## src/rtl/ide_pio_sequencer.sv

```systemverilog
// ide_pio_sequencer -- 68000-bus to IDE PIO strobe sequencer.
//
// A 68000 access to the IDE register window is stretched into an ATA PIO cycle:
// address setup, IOR_n/IOW_n active pulse (extended by IORDY), DTACK back to
// the bus glue, then a recovery gap before the next cycle may start. Timing
// comes from a 3-bit PIO mode register (modes 0..4, larger values clamp to 4).
//
// Ports
//   CLK, RESET_n        clock (rising edge) and asynchronous active-low reset
//   ide_access          current address decodes to the IDE window
//   AS_n, UDS_n, LDS_n  68000 address / data strobes, active-low
//   RW                  1 = read, 0 = write
//   IORDY               drive ready, asynchronous (synchronised internally)
//   mode_wr, mode_data  one-clock strobe loading the requested PIO mode
//   IOR_n, IOW_n        drive read / write strobes, active-low
//   DTACK               active-high cycle acknowledge
//   IDEBUF_OE           data buffer enable, active-low
//   busy                sequencer not idle
//   timeout_flag        sticky IORDY timeout indication
//
// Configuration
//   IDE_TIMEOUT_EN  when defined, WAIT_RDY gives up after TIMEOUT_CYCLES clocks,
//                   completes the cycle and sets timeout_flag (cleared by
//                   mode_wr or reset). When undefined WAIT_RDY waits forever
//                   and timeout_flag is tied low.

module ide_pio_sequencer #(
    parameter int unsigned TIMEOUT_CYCLES = 255
) (
    input  logic       CLK,
    input  logic       RESET_n,
    input  logic       ide_access,
    input  logic       AS_n,
    input  logic       UDS_n,
    input  logic       LDS_n,
    input  logic       RW,
    input  logic       IORDY,
    input  logic       mode_wr,
    input  logic [2:0] mode_data,
    output logic       IOR_n,
    output logic       IOW_n,
    output logic       DTACK,
    output logic       IDEBUF_OE,
    output logic       busy,
    output logic       timeout_flag
);

    if (TIMEOUT_CYCLES < 1 || TIMEOUT_CYCLES > 255) begin : g_param_check
        $error("TIMEOUT_CYCLES must be in 1..255");
    end

    typedef enum logic [2:0] {
        StIdle,
        StSetup,
        StStrobe,
        StWaitRdy,
        StAck,
        StRecover
    } state_e;

    state_e     state_q, state_d;
    logic [2:0] cnt_q, cnt_d;
    logic [2:0] active_q, active_d;
    logic [2:0] recov_q, recov_d;
    logic       rw_q, rw_d;
    logic [2:0] mode_q;
    logic       iordy_m, iordy_s;
    logic       request;

    logic [1:0] tbl_setup;
    logic [2:0] tbl_active;
    logic [2:0] tbl_recov;

    logic ior_n_q, ior_n_d;
    logic iow_n_q, iow_n_d;
    logic dtack_q, dtack_d;
    logic oe_n_q, oe_n_d;
    logic busy_q, busy_d;

`ifdef IDE_TIMEOUT_EN
    localparam logic [7:0] TmoLast = 8'(TIMEOUT_CYCLES - 1);
    logic [7:0] tmo_q, tmo_d;
    logic       tflag_q, tflag_d;
`endif

    assign request = ide_access && !AS_n && (!UDS_n || !LDS_n);

    // Two-flop synchroniser; nothing downstream looks at raw IORDY.
    always_ff @(posedge CLK or negedge RESET_n) begin
        if (!RESET_n) begin
            iordy_m <= 1'b0;
            iordy_s <= 1'b0;
        end else begin
            iordy_m <= IORDY;
            iordy_s <= iordy_m;
        end
    end

    always_ff @(posedge CLK or negedge RESET_n) begin
        if (!RESET_n) begin
            mode_q <= 3'd0;
        end else if (mode_wr) begin
            mode_q <= (mode_data > 3'd4) ? 3'd4 : mode_data;
        end
    end

    // PIO timing table: setup / active / recovery in clocks.
    always_comb begin
        tbl_setup  = 2'd2;
        tbl_active = 3'd5;
        tbl_recov  = 3'd4;
        case (mode_q)
            3'd1: begin tbl_setup = 2'd1; tbl_active = 3'd4; tbl_recov = 3'd3; end
            3'd2: begin tbl_setup = 2'd1; tbl_active = 3'd3; tbl_recov = 3'd2; end
            3'd3: begin tbl_setup = 2'd1; tbl_active = 3'd2; tbl_recov = 3'd1; end
            3'd4: begin tbl_setup = 2'd0; tbl_active = 3'd2; tbl_recov = 3'd1; end
            default: ;
        endcase
    end

    // Each timed state is entered with cnt = count-1 and leaves when cnt hits 0,
    // so it lasts exactly its count in clocks.
    always_comb begin
        state_d  = state_q;
        cnt_d    = cnt_q;
        active_d = active_q;
        recov_d  = recov_q;
        rw_d     = rw_q;
`ifdef IDE_TIMEOUT_EN
        tmo_d    = tmo_q;
        tflag_d  = mode_wr ? 1'b0 : tflag_q;
`endif
        unique case (state_q)
            StIdle: begin
                if (request) begin
                    // Counts are frozen here so a mode_wr mid-cycle only
                    // affects the following cycle.
                    active_d = tbl_active;
                    recov_d  = tbl_recov;
                    rw_d     = RW;
                    if (tbl_setup == 2'd0) begin
                        state_d = StStrobe;
                        cnt_d   = tbl_active - 3'd1;
                    end else begin
                        state_d = StSetup;
                        cnt_d   = {1'b0, tbl_setup} - 3'd1;
                    end
                end
            end
            StSetup: begin
                if (AS_n) begin
                    state_d = StRecover;
                    cnt_d   = recov_q - 3'd1;
                end else if (cnt_q == 3'd0) begin
                    state_d = StStrobe;
                    cnt_d   = active_q - 3'd1;
                end else begin
                    cnt_d = cnt_q - 3'd1;
                end
            end
            StStrobe: begin
                if (AS_n) begin
                    state_d = StRecover;
                    cnt_d   = recov_q - 3'd1;
                end else if (cnt_q == 3'd0) begin
                    if (iordy_s) begin
                        state_d = StAck;
                    end else begin
                        state_d = StWaitRdy;
`ifdef IDE_TIMEOUT_EN
                        tmo_d   = 8'd0;
`endif
                    end
                end else begin
                    cnt_d = cnt_q - 3'd1;
                end
            end
            StWaitRdy: begin
                if (AS_n) begin
                    state_d = StRecover;
                    cnt_d   = recov_q - 3'd1;
                end else if (iordy_s) begin
                    state_d = StAck;
                end
`ifdef IDE_TIMEOUT_EN
                else if (tmo_q == TmoLast) begin
                    state_d = StAck;
                    tflag_d = 1'b1;
                end else begin
                    tmo_d = tmo_q + 8'd1;
                end
`endif
            end
            StAck: begin
                if (AS_n) begin
                    state_d = StRecover;
                    cnt_d   = recov_q - 3'd1;
                end
            end
            StRecover: begin
                if (cnt_q == 3'd0) begin
                    state_d = StIdle;
                end else begin
                    cnt_d = cnt_q - 3'd1;
                end
            end
            default: state_d = StIdle;
        endcase
    end

    // Outputs are registered from the next state so the drive strobes are
    // glitch-free flop outputs that change on the same edge as the state.
    always_comb begin
        ior_n_d = 1'b1;
        iow_n_d = 1'b1;
        dtack_d = 1'b0;
        oe_n_d  = 1'b1;
        busy_d  = (state_d != StIdle);
        unique case (state_d)
            StSetup: oe_n_d = 1'b0;
            StStrobe, StWaitRdy: begin
                oe_n_d  = 1'b0;
                ior_n_d = !rw_d;
                iow_n_d = rw_d;
            end
            StAck: begin
                // Reads keep IOR_n low while the CPU latches data; writes
                // release IOW_n here so the data stays valid past the edge.
                oe_n_d  = 1'b0;
                dtack_d = 1'b1;
                ior_n_d = !rw_d;
            end
            default: ;
        endcase
    end

    always_ff @(posedge CLK or negedge RESET_n) begin
        if (!RESET_n) begin
            state_q  <= StIdle;
            cnt_q    <= 3'd0;
            active_q <= 3'd0;
            recov_q  <= 3'd0;
            rw_q     <= 1'b1;
            ior_n_q  <= 1'b1;
            iow_n_q  <= 1'b1;
            dtack_q  <= 1'b0;
            oe_n_q   <= 1'b1;
            busy_q   <= 1'b0;
        end else begin
            state_q  <= state_d;
            cnt_q    <= cnt_d;
            active_q <= active_d;
            recov_q  <= recov_d;
            rw_q     <= rw_d;
            ior_n_q  <= ior_n_d;
            iow_n_q  <= iow_n_d;
            dtack_q  <= dtack_d;
            oe_n_q   <= oe_n_d;
            busy_q   <= busy_d;
        end
    end

`ifdef IDE_TIMEOUT_EN
    always_ff @(posedge CLK or negedge RESET_n) begin
        if (!RESET_n) begin
            tmo_q   <= 8'd0;
            tflag_q <= 1'b0;
        end else begin
            tmo_q   <= tmo_d;
            tflag_q <= tflag_d;
        end
    end

    assign timeout_flag = tflag_q;
`else
    assign timeout_flag = 1'b0;
`endif

    assign IOR_n     = ior_n_q;
    assign IOW_n     = iow_n_q;
    assign DTACK     = dtack_q;
    assign IDEBUF_OE = oe_n_q;
    assign busy      = busy_q;

endmodule
```

## config.mk

```make
export PLATFORM = sky130hd
export DESIGN_NAME = ide_pio_sequencer
export DESIGN_NICKNAME = d
export VERILOG_FILES = /design/src/rtl/ide_pio_sequencer.sv
export SDC_FILE = /design/constraint.sdc
export NUM_CORES = 1
export LEC_CHECK = 0
export BUFFER_PORTS_ARGS = -buffer_cell sky130_fd_sc_hd__clkbuf_2
export CAP_MARGIN = 20
export CORE_AREA = 4 4 82 84
export DETAILED_ROUTE_END_ITERATION = 8
export DIE_AREA = 0 0 86 88
export PLACE_DENSITY = 0.47
export SKIP_LAST_GASP = 1
export SLEW_MARGIN = 20
export SYNTH_ARGS = -nofsm -noshare
export SYNTH_HDL_FRONTEND = slang
export SYNTH_SLANG_ARGS = --single-unit
```

## constraint.sdc

```tcl
create_clock -name CLK -period 1.81 [get_ports CLK]
set_input_delay 0.181 -clock CLK [delete_from_list [all_inputs] [get_ports CLK]]
set_output_delay 0.181 -clock CLK [all_outputs]
set_load 0.05 [all_outputs]
```

==> flow_summary.json <==
{
  "status": "finished, final reports clean",
  "cts.sinks": 23,
  "fp.dieH_um": 88,
  "setup_ws_ps": 38.1,
  "nNetsFinal": 209,
  "arrival_ps": 1920,
  "synth_area_leaders": "dfrtp_1 (31%), dfstp_2 (6.8%), o21ai_0 (4.6%), ha_1 (4.1%), nor2_1 (3.2%)",
  "areaGrowthSynthToFinish_pct": 22.7,
  "cts_tree": "yes",
  "portBuffers": 16,
  "rows": 28,
  "instances_no_fill": 266,
  "clk_pin_slew_ps": 90,
  "end_kind": "register",
  "grt_pass1_vias": 1221,
  "pin_count": 18,
  "tightest_slew_ps": 596,
  "first_iter_violations": 97,
  "grt-ovfl-total": 0,
  "insertion_delay_ps": 270,
  "seq_area_frac_synth_pct": 37.8,
  "coreArea_mm2": 0.00592,
  "avgViaCountPerCell": 4.64,
  "grt_busiest_layer": "met2",
  "wl_per_cell_um": 13.2,
  "wl_mm": 3.51,
  "synth_cells": 159,
  "yosysUniqueCellTypes": 49,
  "ys.flop_type": "dfrtp_1",
  "gp_congestion": 0.797,
  "die_area_mm2": 0.00757,
  "yosys.area.top_type_share_pct": 31.0,
  "hold_depth": 1,
  "cts_buffer_depth": 2,
  "htree_levels": 1,
  "drive_gt1_share_pct": 34.6,
  "final_antenna_net_count": 0,
  "grt_max_degree": 24,
  "worstPathRequired_ps": 1960,
  "ir_drop_mv": 0.422,
  "rsz0062_at_grt": "true",
  "grt_pass1_wl_mm": 5.95,
  "syn-num-nets": 176,
  "drv_cap": 0,
  "cts_buffers": 3,
  "dr.pass1.iters": 4,
  "worstSetupPathType": "reg2reg",
  "postSynthAreaPerCell_um2": 9.66,
  "r2r_cells": 8,
  "die-width_um": 86,
  "post_dp_cell_area_mm2": 0.00179,
  "cts-root-buf": "clkbuf_8",
  "vias": 1234,
  "start_kind": "register",
  "hold_viol_final": 0,
  "pre_cts_ws_ps": -20.2,
  "p_leak_nw": 0.824,
  "synthesis.area_mm2": 0.00154,
  "powerDensity_mw_per_mm2": 1690,
  "finalSetupViolations": 0,
  "dp.cells": 260,
  "synth_warnings": 0,
  "timing.rr.start": "cnt_q[0]$_DFFE_PN0P_",
  "final.setup_skew_ps": 4.65,
  "fin_crit_sh_pct": 97.9,
  "use_met2_pct": 15.5,
  "start_util_pct": 25.9,
  "whs_endpoint": "iordy_m$_DFF_PN0_",
  "max_freq_ghz": 0.564,
  "hold_class": "in2reg",
  "drc": 0,
  "antenna_found_initial": 0,
  "relSlewSlack_pct": 60.3,
  "setup_tns_ps": 0,
  "use_met1_pct": 13.7,
  "synth_edf_count": 0,
  "dp_hpwl_mm": 2.71,
  "r2r-end": "busy$_DFF_PN0_",
  "r2r_slack_ps": 40,
  "antenna_cells": 0,
  "ys_async_sr_fraction_pct": 100,
  "grt_util_met3_pct": 1.22,
  "maxSlewViolCount": 0,
  "holdCritStartpoint": "IORDY",
  "ys_ff_latch": 23,
  "postLayoutCellArea_mm2": 0.00188,
  "crit_fanout": 5,
  "min_period_ps": 1770,
  "grtUsageTotal_pct": 9.78,
  "yosys.area.top_type": "dfrtp_1"
}
==> routing by layer <==
layer,vias to the layer above,routed length (um)
li1,614,-
met2,19,1630
met5,-,0
met1,597,1720
met3,4,107
met4,0,49
==> state kept, by name, summed over array words and instances, names as in the netlist <==
| register | flops |
|---|---|
| DTACK | 1 |
| IDEBUF_OE | 1 |
| IOR_n | 1 |
| IOW_n | 1 |
| active_q | 3 |
| busy | 1 |
| cnt_q | 3 |
| iordy_m | 1 |
| iordy_s | 1 |
| mode_q | 3 |
| recov_q | 3 |
| rw_q | 1 |
| state_q | 3 |
==> cell usage in the layout (no fill, tap or decap), types with 3 or more instances in the layout <==
cell	instances
nand2b_1	4
nand2_1	11
clkbuf_2	16
mux2i_1	4
buf_4	20
dfrtp_1	19
dfstp_2	4
o21ai_0	14
nor3_1	3
a21oi_1	7
ha_1	4
clkbuf_8	3
nor2_1	13
xnor2_1	5
nor2b_1	5
inv_1	9
or3_1	3
==> how the worst max path moves through the flow <==
stage	startpoint	slack (ps)	to	cells after the start
after floorplan	cnt_q[0]$_DFFE_PN0P_	40	busy$_DFF_PN0_	8
after global placement	cnt_q[0]$_DFFE_PN0P_	20	busy$_DFF_PN0_	8
after detailed placement	cnt_q[0]$_DFFE_PN0P_	-20	busy$_DFF_PN0_	8
after CTS	cnt_q[0]$_DFFE_PN0P_	8	busy$_DFF_PN0_	8
after global routing	cnt_q[0]$_DFFE_PN0P_	-50	busy$_DFF_PN0_	8
final	cnt_q[0]$_DFFE_PN0P_	40	busy$_DFF_PN0_	8
==> synth_stat cells, drive strengths merged (2+ instances only) <==
| cell type | n |
|---|---|
| inv | 11 |
| a21oi | 7 |
| a2bb2oi | 2 |
| mux2 | 3 |
| o21ai | 16 |
| mux2i | 4 |
| ha | 5 |
| nand2b | 5 |
| a22oi | 3 |
| o32ai | 2 |
| nor2 | 13 |
| a21boi | 2 |
| nand2 | 11 |
| nand3 | 2 |
| o211ai | 3 |
| dfrtp | 19 |
| buf | 10 |
| o2bb2ai | 2 |
| nor2b | 7 |
| dfstp | 4 |
| xnor2 | 5 |
| nor3 | 3 |
| nand3b | 2 |
| or3 | 4 |
==> power by group <==
group | switching [W] | leakage (nW) | internal [W]
clock | 0.000177 | 0.0217 | 0.000156
combinational | 0.00102 | 0.536 | 0.000942
sequential | 0.000159 | 0.267 | 0.000727
==> kinds of logic (layout without fill, tap and decap cells) <==
| logic type | count (synthesis) | in the layout | synth area share [%] |
|---|---|---|---|
| other cells | 1 | 1 | 0.244 |
| compound gates | 45 | 45 | 23.1 |
| mux | 7 | 7 | 5.30 |
| buf+inv | 21 | 53 | 7.42 |
| fa+ha+maj | 5 | 5 | 4.07 |
| xor+xnor | 6 | 6 | 3.42 |
| flops | 23 | 23 | 37.8 |
| simple gates | 51 | 51 | 18.6 |
==> repair_timing <==
item	CTS	global route
hold buffers	1	0
endpoints found under the setup margin	1	7
pin swaps	2	6
gates cloned	0	0
endpoints found under the hold margin	19	0
resized for setup	2	6
buffers inserted	0	1
==> cell type report <==
type,instances,area [um^2]
clock buffers,3,41.3
clock inverters,1,7.51
fillers,631,4040
inverters,11,41.3
multi-input cells,115,867
flip-flops and latches,23,581
well taps,75,93.8
repair buffers,38,251
==> worst max-delay path, cell delays in order (launching register included) <==
cell and delay (ps):
dfrtp_1 400, inv_2 80, ha_4 130, nor2b_4 160
buf_6 140, o21ai_4 60, a22oi_4 190, o32ai_4 110
or3_1 380
==> stage by stage <==
step | hold slack (ps) | total power [W] | util (%)
6_report | 17.5 | 0.00318 | 31.8
5_1_grt | 7.08 | 0.00343 | 31.8
4_1_cts | 13.5 | 0.00313 | 31.3
3_5_place_dp | 227 | 0.00275 | 30.2
3_3_place_gp | 228 | 0.00276 | 30.2
2_1_floorplan | -115 | 0.00228 | -
Power figures use the tool's default switching activity.
